**src/rtl/matrix_stream_loader.sv**
```systemverilog
// Loads a row-major element stream into a HEIGHT x WIDTH buffer, holds the
// completed frame for a consumer and serves it through a registered read port.
module matrix_stream_loader #(
  parameter int DATA_W = 8,
  parameter int WIDTH  = 3,
  parameter int HEIGHT = 3,
  parameter int ROW_W  = (HEIGHT > 1) ? $clog2(HEIGHT) : 1,
  parameter int COL_W  = (WIDTH > 1) ? $clog2(WIDTH) : 1
) (
  input  logic              clk,
  input  logic              rst,
  input  logic              in_valid,
  output logic              in_ready,
  input  logic [DATA_W-1:0] in_data,
  input  logic              in_last,
  output logic              full,
  output logic              frame_done,
  output logic              err,
  input  logic [ROW_W-1:0]  rd_row,
  input  logic [COL_W-1:0]  rd_col,
  output logic [DATA_W-1:0] rd_data,
  input  logic              frame_release
);

  // state  | meaning
  // S_LOAD | accepting elements into the buffer
  // S_HOLD | complete frame held until the consumer releases it
  typedef enum logic {S_LOAD, S_HOLD} state_t;

  localparam logic [ROW_W-1:0] ROW_LAST = ROW_W'(HEIGHT - 1);
  localparam logic [COL_W-1:0] COL_LAST = COL_W'(WIDTH - 1);
  localparam logic [ROW_W:0]   ROW_CNT  = (ROW_W + 1)'(HEIGHT);
  localparam logic [COL_W:0]   COL_CNT  = (COL_W + 1)'(WIDTH);

  state_t state, state_nxt;
  logic [ROW_W-1:0] row;
  logic [COL_W-1:0] col;
  logic [DATA_W-1:0] mem [HEIGHT][WIDTH];
  logic xfer, is_final, rd_in_range;

  assign xfer        = in_valid && in_ready;
  assign is_final    = (row == ROW_LAST) && (col == COL_LAST);
  assign rd_in_range = ({1'b0, rd_row} < ROW_CNT) && ({1'b0, rd_col} < COL_CNT);

  always_ff @(posedge clk) begin
    if (rst) state <= S_LOAD;
    else     state <= state_nxt;
  end

  always_comb begin
    state_nxt = state;
    case (state)
      S_LOAD: if (xfer && is_final) state_nxt = S_HOLD;
      S_HOLD: if (frame_release)    state_nxt = S_LOAD;
      default: state_nxt = S_LOAD;
    endcase
  end

  always_comb begin
    in_ready = (state == S_LOAD);
    full     = (state == S_HOLD);
  end

  // An early in_last restarts the frame at [0][0], same as a completed frame.
  always_ff @(posedge clk) begin
    if (rst) begin
      row <= '0;
      col <= '0;
    end else if (xfer) begin
      if (is_final || in_last) begin
        row <= '0;
        col <= '0;
      end else if (col == COL_LAST) begin
        col <= '0;
        row <= row + ROW_W'(1);
      end else begin
        col <= col + COL_W'(1);
      end
    end
  end

  always_ff @(posedge clk) begin
    if (rst) begin
      frame_done <= 1'b0;
      err        <= 1'b0;
    end else begin
      frame_done <= xfer && is_final;
      if (state == S_HOLD && frame_release)
        err <= 1'b0;
      else if (xfer && (is_final ? !in_last : in_last))
        err <= 1'b1;
    end
  end

  always_ff @(posedge clk) begin
    if (xfer) mem[row][col] <= in_data;
  end

  // Reads sample the array before this edge's write lands, giving read-before-write.
  always_ff @(posedge clk) begin
    if (rst)              rd_data <= '0;
    else if (rd_in_range) rd_data <= mem[rd_row][rd_col];
    else                  rd_data <= '0;
  end

endmodule

```
**config.mk**
```make
export PLATFORM = sky130hd
export DESIGN_NAME = matrix_stream_loader
export DESIGN_NICKNAME = d
export VERILOG_FILES = /design/src/rtl/matrix_stream_loader.sv
export SDC_FILE = /design/constraint.sdc
export NUM_CORES = 1
export LEC_CHECK = 0
export CAP_MARGIN = 40
export CORE_ASPECT_RATIO = 1.25
export CORE_MARGIN = 1
export CORE_UTILIZATION = 49
export CTS_CLUSTER_DIAMETER = 120
export DETAILED_ROUTE_END_ITERATION = 8
export PLACE_DENSITY = 0.67
export SYNTH_ARGS = -nofsm -noshare
export SYNTH_HDL_FRONTEND = slang
export SYNTH_SLANG_ARGS = --single-unit
```
**constraint.sdc**
```tcl
create_clock -name clk -period 2 [get_ports clk]
set_clock_uncertainty 0.1 [all_clocks]
set_input_delay 0.5 -clock clk [delete_from_list [all_inputs] [get_ports clk]]
set_output_delay 0.5 -clock clk [all_outputs]
set_load 0.02 [all_outputs]
```
# Word-level counts from Yosys, hierarchy flattened
# Memories as Yosys holds them, arrays and structs flattened.
# Index checks and enable logic that the tools add are counted.
# word_totals
regBits	15
ramBits	72
output_inout_bits	12
elab_cells	48
n_memories	1
# mem_list
name	words	width	read_ports	rd_clocked_by_memory_dff	wr	line_no	source
mem	3	24	1	0	1	38	logic [DATA_W-1:0] mem [HEIGHT][WIDTH];
# classes
addsub	2
n_lt_le_gt_ge	5
eq_ne	2
muxes	15
n_bitwise	4
reduce_logical	13
# op_table
operator	n
$mux W24	1
$mux W8	3
$bmux W8 S2	1
$demux W8 S2	1
$mux W2	4
$logic_and A1 B1 Y1	7
$ge A3 B3 Y1 const B	2
$not A2 Y3	2
$add A2 B1 Y2 const B	2
$eq A2 B2 Y1 const B	2
$lt A2 B2 Y1 const B	2
$mux W1	4
$reduce_or A2 Y1	2
$lt A3 B1 Y1 const B	1
$not A1 Y1	2
$pmux W1 S2	1
$reduce_and A2 Y1	1
$reduce_bool A2 Y1	1
$logic_not A1 Y1	1
$logic_or A1 B1 Y1	1

# Logic depth before layout (Yosys ltp)
# logic_depth
depth_word	6
ltp_mapped	6

# Worst setup path before layout
# OpenSTA, ideal clock, no wires.
# synth_timing
kind	register to register
from	reg state, in the netlist full
to	mem mem[2][10] (netlist bit) (enable)
setup_ps	332
t_arrival_ps	1219
required_ps	1568
setup_slack_ps	349
stages_incl_launch_ff	4
period_less_slack_ps	1651
cell_sequence	dfxtp_1 -> nand2b_1 -> nor3b_1 -> and2_1
# synth_via
elab_chain_cells	4
# synth_lines
element	line_no	source
from (decl)	35	state_t state, state_nxt;
from (signal assigned)	47	else state <= state_nxt;
$not A1 Y1	--	
$logic_and A1 B1 Y1	41	assign xfer = in_valid && in_ready;
$mux W1	96	if (xfer) mem[row][col] <= in_data;
$mux W24 (not written as such)	96	
to (decl)	38	
# No other way between the ends.

# Worst setup path after layout
# layout_timing
from	reg err
to	out err
# layout_rtl
element	line_no	source
from (decl)	18	output logic err,
from (signal assigned)	85	err <= 1'b0;
from (signal assigned)	89	err <= 1'b0;
from (signal assigned)	91	err <= 1'b1;
# No word-level cell between the ends.

==> results.cfg <==
[placement]
globalplace.congestion = 0.748
dp_hpwl_mm = 4.54
port-buffer-count = 28
pre_cts_ws_ns = -0.238

[worst_setup_path]
crit_buf_inv = 1
crit_chain = clkdlybuf4s50_1
crit_fanout = 2
cp-end-kind = output pin
slowest_stage = clkdlybuf4s50_1
critPathArrivalTime_ns = 1.29
startpoint_type = register
cpLargestDelayFamily = buffers and inverters
cp.required_ns = 1.40
slowest_delay_ns = 0.61
crit_type = register to output pin

[grt]
grt_usage_pct = 18.8
grt_max_degree = 17
antenna_found_initial = 0
grt_pass1_wl_mm = 9.67
grt_pass1_vias = 1876
grt_overflow = 0

[routing]
avgViaCountPerCell = 5.27
ant_nets = 0
wl_mm = 6.27
drt_iter0_markers = 121
drt_pass1_iterations = 4
wl_per_cell_um = 17.5
drc_errors = 0
vias = 1891

[clock_tree]
cts_htree_levels = 3
postCtsSetupRepairBufs = 0
cts_sinks = 87
tritoncts = done
clk_pin_slew_ns = 0.08
clock_path_buffers = 2
cts_made_buffers = 9
insertion_delay_ns = 0.34
cts_root_buffer = clkbuf_8

[cells_and_area]
fin_nets = 288
syn_to_final_growth_pct = 26.1
fillers = 476
drive_gt1_share_pct = 21.0
n_antenna_cell = 0

[power_and_ir_drop]
ir_drop_v = 0.000377
total_power_mw = 3.48
p_per_area_nw_per_um2 = 806
leakagePower_nw = 1.57

[yosys]
ys_ff_latch = 87
synthSimpleGateAreaFrac_pct = 6.17
yosysUniqueCellTypes = 36
synth_ff_type = edfxtp_1
synthArstFlopShare_pct = 0
synth_cells = 199
synth-adder-area-share_pct = 1.46
synth-compound-area-share_pct = 7.64
syn_area_um2 = 3420
synth_nets = 220
synth_warnings = 0
synth_top_family_by_area = multiplexers
synth_xor_area_share_pct = 0
synth_enable_flop_cells = 72
ys_seq_area_share_pct = 71.9
syn_area_per_cell_um2 = 17.2
synth.area.mux_share_pct = 10.5

[sta]
slew_headroom_pct = 74.4
worst_slew_pin_slew_ns = 0.384
min_period_ns = 1.89
fmax_mhz = 528
fin_crit_sh_pct = 94.6
rsz0062_at_grt = false
setup_viol = 0
drv_slew = 0
fin_ws_ns = 0.107
final_hold_viol_count = 0

[floorplan]
fp.coreArea_um2 = 6650
die_w_um = 76.8
die_area_um2 = 7330
dieHeight_um = 95.5
pin_count = 29
start_util_pct = 51.5
rows = 33

[status]
status = complete, no violations

[run]
cap_violations = 0

[worst_hold_path]
hp-class = register to register
## sequential cells by signal, summed over array words and instances (netlist names)
register	count
rd_data	8
mem	72
full	1
col	2
frame_done	1
row	2
err	1
## final timing paths
check	start	to	slack (ns)	depth (start not counted)
min reg2reg	row[1]	row[1]	0.37	2
min	row[1]	row[1]	0.37	2
max reg2reg	full	mem[0][15]	0.31	4
max	err	err	0.11	1
## metrics by stage
step | cell area, um2 | setup TNS, ns | util [%] | hold WS (ns) | cells
2_1_floorplan | 3420 | 0 | - | 0.349 | 199
4_1_cts | 4320 | 0 | 64.9 | 0.374 | 359
3_5_place_dp | 4120 | -10.70 | 62.0 | 0.364 | 343
5_1_grt | 4320 | 0 | 64.9 | 0.388 | 359
3_3_place_gp | 4120 | -7.58 | 62.0 | 0.362 | 343
6_report | 4320 | 0 | 64.9 | 0.371 | 359
## report_power, final
group | leakage [nW] | total, mW | internal (mW) | switching, mW
combinational | 0.697 | 0.284 | 0.146 | 0.138
clock | 0.0979 | 1.19 | 0.649 | 0.539
sequential | 0.776 | 2.01 | 2.00 | 0.0100
## cell usage after synthesis, types with 2 or more instances
library cell	n	share of area, %
a22oi_1	10	2.2
and3_1	2	0.37
mux4_2	3	2.0
inv_1	6	0.66
o22ai_1	7	1.3
mux2i_1	16	4.7
a21oi_1	3	0.44
dfxtp_1	15	8.8
nand2_1	12	1.3
nor2b_1	2	0.37
o211ai_1	7	1.5
nand2b_1	3	0.55
and2_1	6	1.1
ha_1	4	1.5
mux4_1	5	3.8
buf_2	3	0.44
nor2_1	5	0.55
edfxtp_1	72	63
## worst reg2reg max path: stages (launching register included)
cell	delay (ns)
dfxtp_1	0.35
nand2b_1	0.20
nor3b_1	0.38
and2_1	0.21
buf_4	0.16
## cell type report
| type | instances | area (um2) | share of cell area (%) |
|---|---|---|---|
| clock buffer | 15 | 166 | 3.86 |
| clock inverter | 1 | 30.0 | 0.696 |
| inverter | 7 | 26.3 | 0.609 |
| multi-input combinational | 99 | 882 | 20.4 |
| sequential | 87 | 2460 | 57.0 |
| tap | 87 | 109 | 2.52 |
| timing repair buffer | 63 | 641 | 14.8 |
## per-layer routing
metal	up-vias	track usage, %	share of wire [%]
li1	923	-	-
met1	915	20.3	40
met2	39	35.4	54
met3	14	4.02	3.1
met5	-	0	0
met4	0	8.17	2.4
## logic make-up after synthesis
logic type,Yosys count
flops,87
simple gates,37
compound gates,34
mux,24
buf+inv,13
fa+ha+maj,4
## repair_timing
item,4_1_cts,5_1_grt
gates resized for setup,2,0
hold buffers,0,0
endpoints found under the setup margin,2,0
endpoints found under the hold margin,0,0
## layout by cell type, fill, tap and decap left out, types with 2 or more instances in the layout
cell type / synthesis / layout
nand2_1: 12 / 12
o22ai_1: 7 / 7
and3_1: 2 / 2
and2_1: 6 / 6
clkdlybuf4s50_1: 0 / 26
buf_4: 1 / 27
clkbuf_1: 0 / 4
a22oi_1: 10 / 10
a21oi_1: 3 / 3
nor2_1: 5 / 5
mux4_2: 3 / 3
nor2b_1: 2 / 2
nand2b_1: 3 / 3
dfxtp_1: 15 / 15
ha_1: 4 / 4
edfxtp_1: 72 / 72
mux2i_1: 16 / 16
dlygate4sd2_1: 0 / 2
clkbuf_8: 0 / 11
o211ai_1: 7 / 7
mux4_1: 5 / 5
inv_1: 6 / 6
buf_12: 1 / 8
No activity file was read; power rests on OpenSTA's default activity.
